==> src/rtl/forwarding_scoreboard_unit_pkg.sv <==
// Shared constants for the forwarding/scoreboard unit: forward-select encodings and default widths.
package forwarding_scoreboard_unit_pkg;

  localparam int unsigned DEFAULT_REG_AW = 5;
  localparam int unsigned DEFAULT_LAT_W  = 3;
  localparam int unsigned FWD_W          = 2;

  typedef logic [FWD_W-1:0] fwd_sel_t;

  localparam fwd_sel_t FWD_NONE   = 2'b00;
  localparam fwd_sel_t FWD_EX_MEM = 2'b01;
  localparam fwd_sel_t FWD_MEM_WB = 2'b10;

endpackage

==> src/rtl/forwarding_scoreboard_unit_lane.sv <==
// Single-lane forward select: EX/MEM beats MEM/WB, register x0 is never forwarded.
module forward_select_lane
  import forwarding_scoreboard_unit_pkg::*;
#(
  parameter int unsigned REG_AW = DEFAULT_REG_AW
) (
  input  logic [REG_AW-1:0] rs_addr,
  input  logic [REG_AW-1:0] ex_mem_rd_addr,
  input  logic              ex_mem_reg_write,
  input  logic [REG_AW-1:0] mem_wb_rd_addr,
  input  logic              mem_wb_reg_write,
  output fwd_sel_t          fwd_sel_c
);

  always_comb begin
    fwd_sel_c = FWD_NONE;
    if (ex_mem_reg_write && (ex_mem_rd_addr != '0) && (ex_mem_rd_addr == rs_addr)) begin
      fwd_sel_c = FWD_EX_MEM;
    end else if (mem_wb_reg_write && (mem_wb_rd_addr != '0) && (mem_wb_rd_addr == rs_addr)) begin
      fwd_sel_c = FWD_MEM_WB;
    end
  end

endmodule

==> src/rtl/forwarding_scoreboard_unit.sv <==
// N-lane operand forwarding, load-use stall and long-latency register scoreboard.
// Optional stall performance counter enabled by defining FWD_STALL_COUNTER_EN.
module forwarding_scoreboard_unit
  import forwarding_scoreboard_unit_pkg::*;
#(
  parameter int unsigned NUM_SRC = 2,
  parameter int unsigned REG_AW  = DEFAULT_REG_AW,
  parameter int unsigned LAT_W   = DEFAULT_LAT_W
) (
  input  logic                      clk,
  input  logic                      rst,
  input  logic [NUM_SRC*REG_AW-1:0] ex_rs_addr,
  input  logic [REG_AW-1:0]         ex_mem_rd_addr,
  input  logic                      ex_mem_reg_write,
  input  logic [REG_AW-1:0]         mem_wb_rd_addr,
  input  logic                      mem_wb_reg_write,
  input  logic [NUM_SRC*REG_AW-1:0] id_rs_addr,
  input  logic [NUM_SRC-1:0]        id_rs_used,
  input  logic [REG_AW-1:0]         id_ex_rd_addr,
  input  logic                      id_ex_mem_read,
  input  logic                      issue_valid,
  input  logic [REG_AW-1:0]         issue_rd_addr,
  input  logic                      issue_reg_write,
  input  logic [LAT_W-1:0]          issue_latency,
  input  logic                      flush,
  output logic [NUM_SRC*2-1:0]      forward_sel,
  output logic                      stall,
  output logic                      issue_fire,
  output logic [31:0]               stall_cycles
);

  localparam int unsigned NUM_REG = 2**REG_AW;

  logic [NUM_SRC*2-1:0] lane_sel;

  for (genvar i = 0; i < NUM_SRC; i++) begin : g_lane
    forward_select_lane #(.REG_AW(REG_AW)) u_lane (
      .rs_addr          (ex_rs_addr[i*REG_AW +: REG_AW]),
      .ex_mem_rd_addr   (ex_mem_rd_addr),
      .ex_mem_reg_write (ex_mem_reg_write),
      .mem_wb_rd_addr   (mem_wb_rd_addr),
      .mem_wb_reg_write (mem_wb_reg_write),
      .fwd_sel_c        (lane_sel[i*2 +: 2])
    );
  end

  assign forward_sel = rst ? '0 : lane_sel;

  logic [NUM_REG-1:0] pend_q, pend_d;
  logic [LAT_W-1:0]   cnt_q [NUM_REG];
  logic [LAT_W-1:0]   cnt_d [NUM_REG];
  logic [NUM_REG-1:0] busy;
  logic               load_use, raw, waw, alloc;

  // An entry in its final (count==1) cycle is forwardable, so it no longer blocks.
  always_comb begin
    busy = '0;
    for (int r = 1; r < NUM_REG; r++) begin
      busy[r] = pend_q[r] && (cnt_q[r] != LAT_W'(1));
    end
  end

  always_comb begin
    load_use = 1'b0;
    raw      = 1'b0;
    for (int i = 0; i < NUM_SRC; i++) begin
      if (id_rs_used[i] && (id_rs_addr[i*REG_AW +: REG_AW] != '0) && id_ex_mem_read &&
          (id_ex_rd_addr == id_rs_addr[i*REG_AW +: REG_AW])) begin
        load_use = 1'b1;
      end
      if (id_rs_used[i] && busy[id_rs_addr[i*REG_AW +: REG_AW]]) begin
        raw = 1'b1;
      end
    end
    waw        = issue_reg_write && busy[issue_rd_addr];
    stall      = !rst && issue_valid && !flush && (load_use || raw || waw);
    issue_fire = !rst && issue_valid && !flush && !stall;
    alloc      = issue_fire && issue_reg_write && (issue_rd_addr != '0) && (issue_latency != '0);
  end

  // Countdown every entry; a same-cycle allocation wins over expiry.
  always_comb begin
    pend_d = pend_q;
    for (int r = 0; r < NUM_REG; r++) begin
      cnt_d[r] = cnt_q[r];
      if (cnt_q[r] != '0) begin
        cnt_d[r] = cnt_q[r] - LAT_W'(1);
        if (cnt_q[r] == LAT_W'(1)) begin
          pend_d[r] = 1'b0;
        end
      end
      if (alloc && (issue_rd_addr == REG_AW'(r))) begin
        pend_d[r] = 1'b1;
        cnt_d[r]  = issue_latency;
      end
    end
  end

  always_ff @(posedge clk) begin
    if (rst) begin
      pend_q <= '0;
      for (int r = 0; r < NUM_REG; r++) begin
        cnt_q[r] <= '0;
      end
    end else begin
      pend_q <= pend_d;
      for (int r = 0; r < NUM_REG; r++) begin
        cnt_q[r] <= cnt_d[r];
      end
    end
  end

`ifdef FWD_STALL_COUNTER_EN
  logic [31:0] stall_cnt_q, stall_cnt_d;

  always_comb begin
    stall_cnt_d = stall_cnt_q;
    if (stall && (stall_cnt_q != '1)) begin
      stall_cnt_d = stall_cnt_q + 32'd1;
    end
  end

  always_ff @(posedge clk) begin
    if (rst) begin
      stall_cnt_q <= '0;
    end else begin
      stall_cnt_q <= stall_cnt_d;
    end
  end

  assign stall_cycles = stall_cnt_q;
`else
  assign stall_cycles = '0;
`endif

endmodule

==> config.mk <==
export PLATFORM = sky130hd
export DESIGN_NAME = forwarding_scoreboard_unit
export DESIGN_NICKNAME = d
export VERILOG_FILES = /design/src/rtl/forwarding_scoreboard_unit_pkg.sv /design/src/rtl/forwarding_scoreboard_unit_lane.sv /design/src/rtl/forwarding_scoreboard_unit.sv
export SDC_FILE = /design/constraint.sdc
export NUM_CORES = 1
export LEC_CHECK = 0
export ABC_CLOCK_PERIOD_IN_PS = 5650
export CELL_PAD_IN_SITES_DETAIL_PLACEMENT = 0
export CELL_PAD_IN_SITES_GLOBAL_PLACEMENT = 1
export CORE_ASPECT_RATIO = 1.25
export CORE_MARGIN = 2
export CORE_UTILIZATION = 35
export CTS_CLUSTER_SIZE = 25
export DETAILED_ROUTE_END_ITERATION = 8
export PLACE_DENSITY_LB_ADDON = 0.1
export SLEW_MARGIN = 20
export SYNTH_ARGS = -nofsm -noshare
export SYNTH_HDL_FRONTEND = slang
export SYNTH_HIERARCHICAL = 1
export SYNTH_SLANG_ARGS = --single-unit
==> constraint.sdc <==
create_clock -name clk -period 5.65 [get_ports clk]
set_input_delay 1.13 -clock clk [delete_from_list [all_inputs] [get_ports clk]]
set_output_delay 1.13 -clock clk [all_outputs]
set_load 0.02 [all_outputs]
== Yosys cells after proc, flatten, opt, wreduce, memory -nomap -nowiden ==
Memories as Yosys holds them, arrays and structs flattened.
Cells that the tools add are included.

* Flip-flop bits (word level): 31
* Memory bits (writable): 96
* Input bits: 53
* Output and inout bits: 38
* Logic and storage cells: 627
* Memories kept: 1

{| class="wikitable"
|+ Memory list
! memory !! words !! width !! rd ports !! clocked after memory_dff !! write ports !! line !! source
|-
| cnt_q || 32 || 3 || 32 || 0 || 32 || forwarding_scoreboard_unit.sv:50 || <nowiki>logic [LAT_W-1:0] cnt_q [NUM_REG];</nowiki>
|}

* Add/subtract/negate cells: 32
* Magnitude comparators: 3
* Eq/ne operators: 99
* Mux-type cells: 207
* Bitwise gates (word level): 32
* Reduce and logical (&&, ||, !) cells: 222

{| class="wikitable"
|+ Operators by type and width
! kind !! count
|-
| 3-bit two-way mux || 96
|-
| 2-bit nonzero test || 62
|-
| 1-bit two-way mux || 103
|-
| 3-bit nonzero test || 33
|-
| 3-bit by 1-bit subtractor with 3-bit output (second input constant) || 32
|-
| 3-bit by 1-bit equality test with 1-bit output (second input constant) || 31
|-
| 3-bit by 1-bit inequality test with 1-bit output (second input constant) || 31
|-
| 1-bit logical AND || 85
|-
| 5-bit equality test (second input constant) || 16
|-
| 2-bit AND reduction || 31
|-
| 5-bit by 4-bit equality test with 1-bit output (second input constant) || 8
|-
| 1-bit OR || 32
|-
| 5-bit equality test || 6
|-
| 5-bit nonzero test || 5
|-
| 5-bit by 3-bit equality test with 1-bit output (second input constant) || 4
|-
| 5-bit by 6-bit less-than comparator with 1-bit output (second input constant) || 3
|-
| 1-bit binary-select mux with 5-bit select || 3
|-
| 5-bit by 2-bit equality test with 1-bit output (second input constant) || 2
|-
| 2-bit two-way mux || 4
|-
| 5-bit by 1-bit equality test with 1-bit output (second input constant) || 1
|-
| 5-bit logical NOT || 1
|-
| 4-bit two-way mux || 1
|-
| 1-bit logical NOT || 3
|-
| 1-bit logical OR || 2
|}

== Depth between registers and ports, before layout ==
An unclocked memory read counts as a cell.

* Depth after elaboration: 19
* Depth in mapped cells: 11
* Depth with buffers taken out: 10

== Cells and area by module ==
Netlist, hierarchy kept.

{| class="wikitable"
|+ By module, submodules not included
! module !! instances !! cells an instance !! area an instance (um^2) !! seq. area each (um^2)
|-
| forwarding_scoreboard_unit || 1 || 1,055 || 8,961.1 || 2,482.4
|-
| forward_select_lane || 2 || 20 || 151.4 || 0.0
|}

== Least setup slack after synthesis ==
No wires, ideal clock.

* Path kind: input to output
* Start point: input port id_rs_addr[0]
* End point: output port stall
* Arrival time: 2,999 ps
* Data required time: 4,520 ps
* Slack: 1,521 ps
* Stages on the path: 7
* Path buffers: 2
* Cells stage by stage: clkbuf_1 > inv_2 > mux4_2 > a211oi_1 > o221ai_2 > clkbuf_1 > a21oi_1

* Cells in the longest elaborated chain, start to end: 9
* Elaborated cells between the ends (all ways): 15
* Classes of those cells: eq/ne: 1; mux: 6; reduce/logical: 8

{| class="wikitable"
|+ RTL lines
! element !! line !! source
|-
| from (decl) || forwarding_scoreboard_unit.sv:17 || <nowiki>input logic [NUM_SRC*REG_AW-1:0] id_rs_addr,</nowiki>
|-
| parallel branches: the longest is 6 deep, another holds 1-bit binary-select mux with 5-bit select || - ||
|-
| 1-bit logical OR * (2 in series) || forwarding_scoreboard_unit.sv:76 || <nowiki>stall = !rst && issue_valid && !flush && (load_use || raw || waw);</nowiki>
|-
| 1-bit logical AND * || forwarding_scoreboard_unit.sv:76 ||
|-
| to (decl) || forwarding_scoreboard_unit.sv:27 || <nowiki>output logic stall,</nowiki>
|}

Every way passes the cells marked *. The select of a mux whose other input is x is not followed.

== Final worst setup path ==
* Start point: input port id_rs_addr[6]
* End point: output port stall

* Cells in the longest elaborated chain, start to end: 8
* Elaborated cells between the ends (all ways): 13
* Classes of those cells: eq/ne: 1; mux: 4; reduce/logical: 8

{| class="wikitable"
|+ RTL lines
! element !! line
|-
| parallel branches: the longest is 5 deep, another holds 1-bit binary-select mux with 5-bit select || -
|-
| 1-bit logical OR * (2 in series) || forwarding_scoreboard_unit.sv:76
|-
| 1-bit logical AND * || forwarding_scoreboard_unit.sv:76
|}

Marks and branches as above.

==> results.json <==
{
  "finish.instance_area_sq_um": 10770,
  "post_synth_instance_area_sq_um": 9264,
  "finalHoldViolCount": 0,
  "synth-seq-cells": 124,
  "postRouteWirelength_microns": 24620,
  "hold_path.class": "flip-flop to flip-flop",
  "insertedDiodeCount": 0,
  "max_freq_ghz": 0.1911,
  "cts_hold_buffers": 0,
  "drt_pre_antenna_iters": 5,
  "drt_first_iter_violations": 409,
  "finalWeightedCongestion": 0.8809,
  "reg2reg_slack_ps": 2230,
  "floorplan.die_area_sq_um": 27790,
  "path_class": "input pin to output pin",
  "final_min_period_over_clock_period_pct": 92.61,
  "floorplan.core_area_sq_um": 26010,
  "dieHeight_microns": 185.9,
  "io_buffers": 58,
  "layout-drive-gt1-share_pct": 8.413,
  "setup_repair_after_global_routing_missed_its_margin": "no",
  "status": "finished clean",
  "average_size_of_a_mapped_cell_sq_um": 8.460,
  "wl_per_cell_microns": 16.49,
  "clk_latency_ps": 440,
  "initial_utilization_pct": 35.61,
  "layout.cells.most_common_list": "sky130_fd_sc_hd__nor2_1 (141), sky130_fd_sc_hd__dfxtp_1 (124), sky130_fd_sc_hd__ha_1 (93)",
  "global_route_wire_length_before_repair_microns": 39180,
  "layout_commonest_cell": "sky130_fd_sc_hd__nor2_1",
  "flow.area_growth_from_synthesis_pct": 16.21,
  "slew_headroom_pct": 40.96,
  "timing.critical_path.to_type": "output pin",
  "worst-path-max-fanout": 9,
  "design.portCount": 91,
  "slew_viol_final": 0,
  "max_cap_viol_count": 0,
  "period_needed_ps": 5233,
  "track_usage_pct": 18.34,
  "first_global_vias": 7261,
  "synth_flop_cell": "sky130_fd_sc_hd__dfxtp_1",
  "yosysSeqAreaShare_pct": 26.80,
  "cp.required_ps": 4520,
  "synth_edf_count": 0,
  "synthesis.yosys.warnings": 6,
  "setup_violations": 0,
  "synth_top_area_cell": "sky130_fd_sc_hd__dfxtp_1",
  "timing_worst_slew_pin_value_ps": 878.2,
  "ctsLongestPathBuffers": 2,
  "ctsRootBufferMaster": "sky130_fd_sc_hd__clkbuf_16",
  "total_power_mw": 4.726,
  "power.density_cell_area_nw_per_um2": 439.0,
  "route.vias.total": 7569,
  "irDropWorstVdd_v": 0.0001880,
  "overflow": 0,
  "cts.reportedPaths.clkPinSlew_ps": 60,
  "ys_async_sr_fraction_pct": 0,
  "synth_area_leaders": "sky130_fd_sc_hd__dfxtp_1 (27%), sky130_fd_sc_hd__ha_1 (13%), sky130_fd_sc_hd__mux2i_1 (6.4%)",
  "grt_antenna_before_repair": 0,
  "core.rowCount": 66,
  "post-synth-top-area-fraction_pct": 26.80,
  "tritoncts_clock_tree": "done",
  "route.antenna.remaining_nets": 0,
  "finalClockSkew_ps": 10.03,
  "clock_sinks": 124,
  "finalNetCount": 1286,
  "worstSetupStartpointType": "input pin",
  "final.setup.tns_ps": 0,
  "post_cts_resize_count": 0,
  "fill_cells": 2663,
  "cts_inserted_buffers": 17,
  "synth_cells": 1095,
  "number_of_h_tree_levels": 4,
  "grt_start_max_net_pins": 71,
  "die-width_microns": 149.5,
  "hpwl_microns": 18310,
  "cts_post_setup_buffers_inserted": 0,
  "yosysUniqueCellTypes": 56,
  "placedInstanceArea_sq_um": 10070,
  "drc": 0,
  "timing.critical_path.arrival_ps": 4100,
  "post_drt_via_cell_ratio": 5.070,
  "cellLeakagePower_nw": 4.642
}
==> power breakdown <==
group	leakage, nW	switching (mW)	internal [mW]
sequential	1.02	0.200	1.17
combinational	3.29	1.06	1.01
clock	0.333	0.418	0.874
==> registers in the layout, indices dropped and copies added (netlist names) <==
| signal | flops |
|---|---|
| cnt_q | 93 |
| pend_q | 31 |
==> final cells by class <==
| class | instances | area (sq um) | area share [%] |
|---|---|---|---|
| multi-input cells | 849 | 6196 | 57.55 |
| inverters | 76 | 285.3 | 2.650 |
| well taps | 340 | 425.4 | 3.952 |
| repair buffers | 72 | 683.2 | 6.346 |
| flip-flops and latches | 124 | 2482 | 23.06 |
| clock inverters | 10 | 209.0 | 1.941 |
| clock buffers | 22 | 484.2 | 4.498 |
==> kinds of logic (layout without fill, tap and decap cells) <==
family,count (synthesis),count (layout),synth area share [%]
multiplexers,128,128,15.61
XOR/XNOR,55,55,5.200
adder cells (fa/ha/maj),93,93,12.56
buffers and inverters,153,180,7.631
flip-flops,124,124,26.80
AND/OR/NAND/NOR,381,381,20.39
other,1,32,0.04048
AO/OA/AOI/OAI,160,160,11.76
==> layer usage <==
metal,track usage (%),routed length [microns],up-vias
met1,23.25,11090,3520
met4,5.638,387,0
li1,-,-,3826
met3,4.289,1406,34
met5,0,0,-
met2,30.81,11730,189
==> final timing paths <==
path,from,cells past startpoint,end
setup reg to reg,cnt_q[0][25],11,cnt_q[0][9]
setup / recovery,id_rs_addr[6],8,stall
hold reg to reg,pend_q[4],2,pend_q[4]
hold / removal,pend_q[4],2,pend_q[4]
==> critical path, stage by stage <==
cell	delay (ps)
sky130_fd_sc_hd__clkdlybuf4s50_1	580
sky130_fd_sc_hd__inv_1	250
sky130_fd_sc_hd__mux4_2	520
sky130_fd_sc_hd__a311oi_1	280
sky130_fd_sc_hd__and4b_1	320
sky130_fd_sc_hd__nor4_4	90
sky130_fd_sc_hd__a21oi_1	260
sky130_fd_sc_hd__clkdlybuf4s50_1	660
==> cell usage after synthesis (3+ instances only) <==
cell type	count
sky130_fd_sc_hd__nor2_1	141
sky130_fd_sc_hd__dfxtp_1	124
sky130_fd_sc_hd__ha_1	93
sky130_fd_sc_hd__inv_1	75
sky130_fd_sc_hd__nand2b_1	67
sky130_fd_sc_hd__mux2i_1	59
sky130_fd_sc_hd__a21oi_1	45
sky130_fd_sc_hd__nand3_1	43
sky130_fd_sc_hd__xnor2_1	43
sky130_fd_sc_hd__nand2_1	41
sky130_fd_sc_hd__o21ai_0	35
sky130_fd_sc_hd__clkbuf_1	34
sky130_fd_sc_hd__buf_4	32
sky130_fd_sc_hd__a211o_1	31
sky130_fd_sc_hd__mux2_1	31
sky130_fd_sc_hd__mux2_2	31
sky130_fd_sc_hd__nand4_1	19
sky130_fd_sc_hd__nor3_1	19
sky130_fd_sc_hd__and3_1	14
sky130_fd_sc_hd__nor4_1	12
sky130_fd_sc_hd__xor2_1	12
sky130_fd_sc_hd__buf_2	10
sky130_fd_sc_hd__o211ai_1	10
sky130_fd_sc_hd__nor2b_1	8
sky130_fd_sc_hd__mux4_2	7
sky130_fd_sc_hd__o22ai_1	6
sky130_fd_sc_hd__o2111ai_1	5
sky130_fd_sc_hd__a2111oi_0	3
sky130_fd_sc_hd__a211oi_1	3
sky130_fd_sc_hd__a311oi_1	3
sky130_fd_sc_hd__and2_1	3
==> through the flow <==
step / hold WS [ps] / utilization, % / setup slack, ps / instances
2_1_floorplan: 454.4 / - / 1521 / 1126
3_3_place_gp: 460.0 / 38.72 / 439.2 / 1461
3_5_place_dp: 466.6 / 38.72 / 453.7 / 1461
4_1_cts: 475.1 / 41.39 / 432.7 / 1493
5_1_grt: 491.5 / 41.39 / 223.0 / 1493
6_report: 474.4 / 41.39 / 417.5 / 1493
No activity file was read; power rests on OpenSTA's default activity.
